## src/rtl/ddr3_inport_arb.sv

```systemverilog
// Two-port round-robin arbiter in front of the ddr3_core request port.
// Tags requests with the source port and routes responses back by ID bit 15.
module ddr3_inport_arb #(
   parameter int MAX_OUTSTANDING = 4
) (
   input  logic         clk_i,
   input  logic         rst_i,
   input  logic [15:0]  inport0_wr_i,
   input  logic         inport0_rd_i,
   input  logic [31:0]  inport0_addr_i,
   input  logic [127:0] inport0_write_data_i,
   input  logic [14:0]  inport0_req_id_i,
   output logic         inport0_accept_o,
   output logic         inport0_ack_o,
   output logic         inport0_error_o,
   output logic [14:0]  inport0_resp_id_o,
   output logic [127:0] inport0_read_data_o,
   input  logic [15:0]  inport1_wr_i,
   input  logic         inport1_rd_i,
   input  logic [31:0]  inport1_addr_i,
   input  logic [127:0] inport1_write_data_i,
   input  logic [14:0]  inport1_req_id_i,
   output logic         inport1_accept_o,
   output logic         inport1_ack_o,
   output logic         inport1_error_o,
   output logic [14:0]  inport1_resp_id_o,
   output logic [127:0] inport1_read_data_o,
   output logic [15:0]  outport_wr_o,
   output logic         outport_rd_o,
   output logic [31:0]  outport_addr_o,
   output logic [127:0] outport_write_data_o,
   output logic [15:0]  outport_req_id_o,
   input  logic         outport_accept_i,
   input  logic         outport_ack_i,
   input  logic         outport_error_i,
   input  logic [15:0]  outport_resp_id_i,
   input  logic [127:0] outport_read_data_i
);

   typedef enum logic {
      ST_IDLE,
      ST_GRANT
   } state_t;

   localparam logic [3:0] LP_MAX = 4'(MAX_OUTSTANDING);

   state_t     r_state;
   state_t     w_state_nxt;
   logic       r_grant;
   logic       w_grant_nxt;
   logic       r_last;
   logic [3:0] r_cnt0;
   logic [3:0] r_cnt1;

   logic w_req0;
   logic w_req1;
   logic w_elig0;
   logic w_elig1;
   logic w_gnt_act;
   logic w_fwd;
   logic w_acc0;
   logic w_acc1;
   logic w_ack0;
   logic w_ack1;

   assign w_req0  = (|inport0_wr_i) | inport0_rd_i;
   assign w_req1  = (|inport1_wr_i) | inport1_rd_i;
   assign w_elig0 = w_req0 & (r_cnt0 < LP_MAX);
   assign w_elig1 = w_req1 & (r_cnt1 < LP_MAX);

   // Outputs are masked during reset even if the state register is still GRANT.
   assign w_gnt_act = (r_state == ST_GRANT) & ~rst_i;
   assign w_fwd     = w_gnt_act & outport_accept_i;
   assign w_acc0    = w_fwd & ~r_grant;
   assign w_acc1    = w_fwd & r_grant;

   assign w_ack0 = outport_ack_i & ~outport_resp_id_i[15] & ~rst_i;
   assign w_ack1 = outport_ack_i & outport_resp_id_i[15] & ~rst_i;

   always_comb begin
      w_state_nxt = r_state;
      w_grant_nxt = r_grant;
      unique case (r_state)
         ST_IDLE: begin
            if (w_elig0 && w_elig1) begin
               w_grant_nxt = ~r_last;
               w_state_nxt = ST_GRANT;
            end else if (w_elig0) begin
               w_grant_nxt = 1'b0;
               w_state_nxt = ST_GRANT;
            end else if (w_elig1) begin
               w_grant_nxt = 1'b1;
               w_state_nxt = ST_GRANT;
            end
         end
         ST_GRANT: begin
            if (outport_accept_i) begin
               w_state_nxt = ST_IDLE;
            end
         end
         default: w_state_nxt = ST_IDLE;
      endcase
   end

   always_ff @(posedge clk_i) begin
      if (rst_i) begin
         r_state <= ST_IDLE;
         r_grant <= 1'b0;
         r_last  <= 1'b1;
      end else begin
         r_state <= w_state_nxt;
         r_grant <= w_grant_nxt;
         if (w_fwd) begin
            r_last <= r_grant;
         end
      end
   end

   // Accept and ack together cancel; an ack at zero is a spurious response.
   always_ff @(posedge clk_i) begin
      if (rst_i) begin
         r_cnt0 <= '0;
         r_cnt1 <= '0;
      end else begin
         case ({w_acc0, w_ack0})
            2'b10:   r_cnt0 <= r_cnt0 + 4'd1;
            2'b01:   r_cnt0 <= (r_cnt0 != 4'd0) ? r_cnt0 - 4'd1 : r_cnt0;
            default: r_cnt0 <= r_cnt0;
         endcase
         case ({w_acc1, w_ack1})
            2'b10:   r_cnt1 <= r_cnt1 + 4'd1;
            2'b01:   r_cnt1 <= (r_cnt1 != 4'd0) ? r_cnt1 - 4'd1 : r_cnt1;
            default: r_cnt1 <= r_cnt1;
         endcase
      end
   end

   always_comb begin
      outport_wr_o         = '0;
      outport_rd_o         = 1'b0;
      outport_addr_o       = '0;
      outport_write_data_o = '0;
      outport_req_id_o     = '0;
      if (w_gnt_act) begin
         if (r_grant) begin
            outport_wr_o         = inport1_wr_i;
            outport_rd_o         = inport1_rd_i & ~(|inport1_wr_i);
            outport_addr_o       = inport1_addr_i;
            outport_write_data_o = inport1_write_data_i;
            outport_req_id_o     = {1'b1, inport1_req_id_i};
         end else begin
            outport_wr_o         = inport0_wr_i;
            outport_rd_o         = inport0_rd_i & ~(|inport0_wr_i);
            outport_addr_o       = inport0_addr_i;
            outport_write_data_o = inport0_write_data_i;
            outport_req_id_o     = {1'b0, inport0_req_id_i};
         end
      end
   end

   assign inport0_accept_o    = w_acc0;
   assign inport1_accept_o    = w_acc1;
   assign inport0_ack_o       = w_ack0;
   assign inport1_ack_o       = w_ack1;
   assign inport0_error_o     = outport_error_i & ~outport_resp_id_i[15] & ~rst_i;
   assign inport1_error_o     = outport_error_i & outport_resp_id_i[15] & ~rst_i;
   assign inport0_resp_id_o   = outport_resp_id_i[14:0];
   assign inport1_resp_id_o   = outport_resp_id_i[14:0];
   assign inport0_read_data_o = outport_read_data_i;
   assign inport1_read_data_o = outport_read_data_i;

endmodule

```

## config.mk

```make
export PLATFORM = sky130hd
export DESIGN_NAME = ddr3_inport_arb
export DESIGN_NICKNAME = d
export VERILOG_FILES = /design/src/rtl/ddr3_inport_arb.sv
export SDC_FILE = /design/constraint.sdc
export NUM_CORES = 1
export LEC_CHECK = 0
export CAP_MARGIN = 5
export CORE_AREA = 4 4 397 399
export DETAILED_ROUTE_END_ITERATION = 10
export DIE_AREA = 0 0 401 403
export PLACE_DENSITY = 0.33
export SLEW_MARGIN = 0
export SYNTH_ARGS = -nofsm -noshare
export SYNTH_HDL_FRONTEND = slang
export SYNTH_SLANG_ARGS = --single-unit
export TNS_END_PERCENT = 100
```

## constraint.sdc

```tcl
create_clock -name clk_i -period 2.55 [get_ports clk_i]
set_input_delay 0.255 -clock clk_i [delete_from_list [all_inputs] [get_ports clk_i]]
set_output_delay 0.255 -clock clk_i [all_outputs]
set_load 0.005 [all_outputs]
```

== Word level (Yosys, flattened, before mapping) ==
Cells that the tools add are included.
Storage, ports and cells
  output and inout port bits: 485
  bits in latches: 0
  flip-flop bits (word level): 11
  word-level logic and storage cells: 75
  memories kept: 0
  input bits: 533
  memory bits (writable): 0
  bits in read-only memories: 0
Cells by class
  multipliers: 0
  shift-type cells: 0
  equality and inequality tests: 6
  divide/modulo/power cells: 0
  muxes and demuxes: 22
  reductions and logical operators: 11
  bitwise gates (word level): 25
  order comparisons: 2
  add/subtract/negate cells: 4
Operators with widths (number)
  two-way mux 128 bit: 2
  two-way mux 16 bit: 4
  two-way mux 32 bit: 2
  OR reduction 16 bit: 2
  AND 1 bit: 16
  case mux 4 bit (2 select lines): 2
  two-way mux 1 bit: 9
  adder 4 x 1 -> 4 bit (second input constant): 2
  less-than comparator 4 x 3 -> 1 bit (second input constant): 2
  two-way mux 4 bit: 2
  nonzero test 4 bit: 2
  subtractor 4 x 1 -> 4 bit (second input constant): 2
  NOT 1 bit: 7
  AND reduction 2 bit: 3
  == test 2 x 1 -> 1 bit (second input constant): 2
  == test 2 bit (second input constant): 2
  inequality test 2 bit (second input constant): 2
  nonzero test 2 bit: 2
  nonzero test 3 bit: 1
  OR 1 bit: 2
  case mux 1 bit (2 select lines): 1
  logical AND 1 bit: 1

== Longest topological paths before layout ==
  depth in word-level cells: 7
  mapped depth: 9
  depth with buffers taken out: 8

== Worst setup path after synthesis ==
Ideal clock, no wire load.
  path kind: input to register
  start point: in rst_i
  end point: reg r_cnt0[2]
  path buffers: 0
  setup time: 0.123 ns
  slack: 0.764 ns
  stages on the path: 8
  data arrival time: 1.664 ns
  data required time: 2.427 ns
  cell sequence: or3b_4 > inv_2 > nand2_1 > xnor2_1 > ha_1 > nor4_1 > o22ai_1 > mux2i_1
On the way
  elaborated cells between the ends (all ways): 11
  those cells by class: eq/ne (3); mux (1); bitwise (5); reduce/logical (2)
RTL lines
  start, declared: line 7  | input logic rst_i,
  NOT 1 bit (*): line 77  | assign w_ack0 = outport_ack_i & ~outport_resp_id_i[15] & ~rst_i;
  AND 1 bit (*): line 77
  named net inport0_ack_o: line 14  | output logic inport0_ack_o,
  == test 2 x 1 -> 1 bit / == test 2 bit (equally long branches): line 125  | case ({w_acc0, w_ack0})
  inequality test 2 bit (no line) / nonzero test 2 bit (equally long branches)
  AND reduction 2 bit (no line)
  end signal, assigned: line 126  | 2'b10: r_cnt0 <= r_cnt0 + 4'd1;
  end signal, assigned: line 127  | 2'b01: r_cnt0 <= (r_cnt0 != 4'd0) ? r_cnt0 - 4'd1 : r_cnt0;
  end signal, assigned: line 128  | default: r_cnt0 <= r_cnt0;
  end, declared: line 52  | logic [3:0] r_cnt0;
The timed path passes the listed nets; every way through them passes the cells marked *.
A chain may end at the register's enable or synchronous reset.

== Worst setup path after layout ==
  start point: reg r_grant
  end point: out outport_write_data_o[28]
On the way
  longest elaborated chain between the ends: 2
RTL lines
  start, declared: line 49  | logic r_grant;
  start signal, assigned: line 112  | r_grant <= w_grant_nxt;
  two-way mux 128 bit: line 145  | if (r_grant) begin
  two-way mux 128 bit: line 144  | if (w_gnt_act) begin
  end, declared: line 31  | output logic [127:0] outport_write_data_o,
Every way passes these cells.

==> run_results.csv <==
group,metric,value,unit
yosys,synthAdderAreaFrac,0.426,%
power,pwr-share-clk,8.2,%
worst_setup_path,crit_type,"reg -> out",
detailed_routing,wl,73.7,mm
worst_setup_path,path_cells,"buf_12 -> buf_4 -> mux2i_1 -> buf_4 -> nor2_1 -> clkdlybuf4s50_1",
cts,cts.htree.levels,1,
yosys,synth_common_cells,"buf_4 (286), mux2i_1 (194), nor2_1 (193)",
yosys,synth_xor_area_share,0.298,%
sta,slew-limit-headroom,64.5,%
min_path,hp-class,"reg -> reg",
cts,cts_buffer_depth,2,
detailed_routing,vias_per_cell,2.19,
sta,hold_viol_final,0,
placement,placedCellCount,3191,
yosys,synth_flop_cell,"dfxtp_1",
power,pwr-share-comb,86.0,%
power,vdd.ir_drop.worst,0.131,mV
yosys,synth_top_family_by_area,"buffers and inverters",
yosys,syn_area_per_cell,7.17,µm²
floorplanning,io_pins,1018,
power,power_frac_seq,5.7,%
finish,area_growth,117,%
power,p_sw,0.00150,W
grt,antenna_found_initial,47,
floorplanning,rows,144,
floorplanning,die_h,403,µm
run,maxCapViolations,0,
floorplanning,start_util,3.82,%
sta,holdWs,0.480,ns
cts,cts_hold_buf,0,
sta,setup_viol,0,
sta,fin_tns_setup,0,ns
detailed_routing,vias,7032,
power,swShare,42.2,%
yosys,synth_compound_area_share,2.62,%
cts,clock_sinks,11,
yosys,seq_area_frac_synth,3.75,%
yosys,synthArstFlopShare,0,%
yosys,yosys.area_share.simple,18.7,%
finish,final_util,8.27,%
yosys,ys_seq_elements,11,
yosys,synth_fp_nets,1354,
detailed_routing,wl_per_cell,23.0,µm
sta,slew_viol_final,0,
yosys,synth.largest_area_cell,"buf_4",
finish,stdcell_area,0.0127,mm²
cts,root_buffer,"clkbuf_16",
yosys,syn-cell-area,0.00587,mm²
cts,tritoncts,"built",
placement,gp_congestion,0.801,
outcome,status,"completed",
grt,overflow,0,
worst_setup_path,crit_path_max_fanout,20,
worst_setup_path,endpoint_kind,"primary output",
power,p_leak,4.10,nW
yosys,synth_cells,819,
worst_setup_path,slowest_stage,"clkdlybuf4s50_1",
worst_setup_path,crit_arrival,2.24,ns
floorplanning,dieArea,0.162,mm²
detailed_routing,drc,0,
grt,track_usage,8.50,%
sta,fmax,401,MHz
power,power_density,278,mW/mm²
yosys,synth_edf_count,0,
worst_setup_path,cp.required,2.30,ns
placement,hpwl,69.1,mm
cts,clkSlewWorstSetupHoldPaths,0.04,ns
finish,layout-drive-gt1-share,12.7,%
finish,fillers,18200,
yosys,synth_mux_area_share,33.3,%
grt,grt_pass1_wl,89.3,mm
yosys,yosys_warnings,0,
yosys,netlist.area_leader.share,36.6,%
detailed_routing,drt_pass1_iterations,4,
worst_setup_path,critPathMostFrequentCell,"buf_4",
sta,worst_pin_slew,0.518,ns
finish,finalNonFillerCells,3206,
grt,grt_max_degree,48,
floorplanning,coreArea,0.154,mm²
detailed_routing,ant_nets,0,
finish,final_nets,1688,
grt,grt_pass1_vias,7215,
power,p_int,0.00205,W
yosys,synth.most_common_cell,"buf_4",
sta,clock_skew,0.00478,ns
placement,placed_area,0.0125,mm²
yosys,ys_types,41,
sta,rsz0062_at_grt,"no",
floorplanning,die_w,401,µm
cts,cts_inserted_buffers,3,
cts,clk_latency,0.24,ns
sta,post-route-min-period,2.50,ns
sta,final.period_utilization,97.9,%
placement,io_buffers,588,
worst_setup_path,max_stage_delay,0.46,ns
detailed_routing,drt_iter0_markers,263,
worst_setup_path,cp-start-kind,"register",
yosys,yosys-top-cells-area,"buf_4 (37%), mux2i_1 (33%), nor2_1 (12%)",
[flip-flops by register name (all words and copies together) (netlist names)]
signal   cells
r_cnt0       4
r_cnt1       4
r_grant      1
r_last       1
r_state      1
[power by group through the flow]
stage          logic, W  clock network [W]  registers, W
2_1_floorplan   0.00139                  0      0.000197
3_3_place_gp    0.00316                  0      0.000207
3_5_place_dp    0.00314                  0      0.000207
4_1_cts         0.00317           0.000302      0.000204
5_1_grt         0.00329           0.000304      0.000205
6_report        0.00305           0.000292      0.000204
[worst paths after layout]
check	startpoint	to	slack, ns	cells past startpoint
setup / recovery	r_grant$_SDFFE_PP0P_	outport_write_data_o[28]	0.05	6
hold / removal	r_last$_SDFFE_PP1N_	r_last$_SDFFE_PP1N_	0.48	1
setup reg to reg	r_state$_SDFF_PP0_	r_cnt1[2]$_SDFFE_PP0P_	0.69	8
hold reg to reg	r_last$_SDFFE_PP1N_	r_last$_SDFFE_PP1N_	0.48	1
[what timing repair did]
item | in CTS | in global routing
buffers inserted | 0 | 1
setup endpoints to repair | 6 | 7
pin swaps | 0 | 2
resized for setup | 5 | 13
hold endpoints to repair | 0 | 0
[area by class of cell]
class | instances | area (µm²) | share of cell area, %
Timing Repair Buffer | 661 | 6470 | 50.8
Multi-Input combinational cell | 471 | 3350 | 26.3
Tap cell | 2044 | 2560 | 20.1
Sequential cell | 11 | 224 | 1.76
Clock buffer | 4 | 78.8 | 0.619
Antenna cell | 10 | 25.0 | 0.197
Inverter | 5 | 18.8 | 0.147
[layout by cell type (no fill, tap or decap), types with 3 or more instances in the layout]
| cell type | instances |
|---|---|
| nand3b_1 | 4 |
| nand3_1 | 3 |
| clkdlybuf4s50_1 | 540 |
| buf_4 | 107 |
| nand2b_1 | 3 |
| o21ai_0 | 4 |
| nand2_1 | 4 |
| dfxtp_1 | 10 |
| nor2_1 | 193 |
| o21a_1 | 3 |
| inv_1 | 4 |
| diode_2 | 10 |
| nor4_1 | 7 |
| nor3_1 | 12 |
| clkbuf_16 | 3 |
| mux2i_4 | 3 |
| mux2i_1 | 189 |
| o22ai_1 | 3 |
| nor4_2 | 5 |
| buf_12 | 12 |
| a21oi_1 | 6 |
[kinds of logic after synthesis]
logic type	count (synthesis)
AND/OR/NAND/NOR	249
AO/OA/AOI/OAI	23
buffers and inverters	337
XOR/XNOR	2
flip-flops	11
adder cells (fa/ha/maj)	2
multiplexers	195
[through the flow]
stage | total power, W | setup slack (ns)
after floorplan | 0.00159 | 0.764
after global placement | 0.00336 | -0.155
after detailed placement | 0.00335 | -0.130
after CTS | 0.00367 | -0.0554
after global routing | 0.00380 | 0.00122
final | 0.00354 | 0.0540
[routing by layer]
metal,track usage (%),part of all wire (%),wire [µm],up-vias
met5,0,0.46,338,-
met4,1.08,1.5,1130,52
met3,7.06,18,13400,116
met2,13.7,45,33300,650
met1,8.69,35,25500,3114
li1,-,-,-,3100
[critical path: cells and delay by family (launching register included)]
family | cells | cell delay [ns]
buffers and inverters | 4 | 1.16
multiplexers | 1 | 0.37
flip-flops | 1 | 0.36
AND/OR/NAND/NOR | 1 | 0.05
No activity file was read; power rests on OpenSTA's default activity.
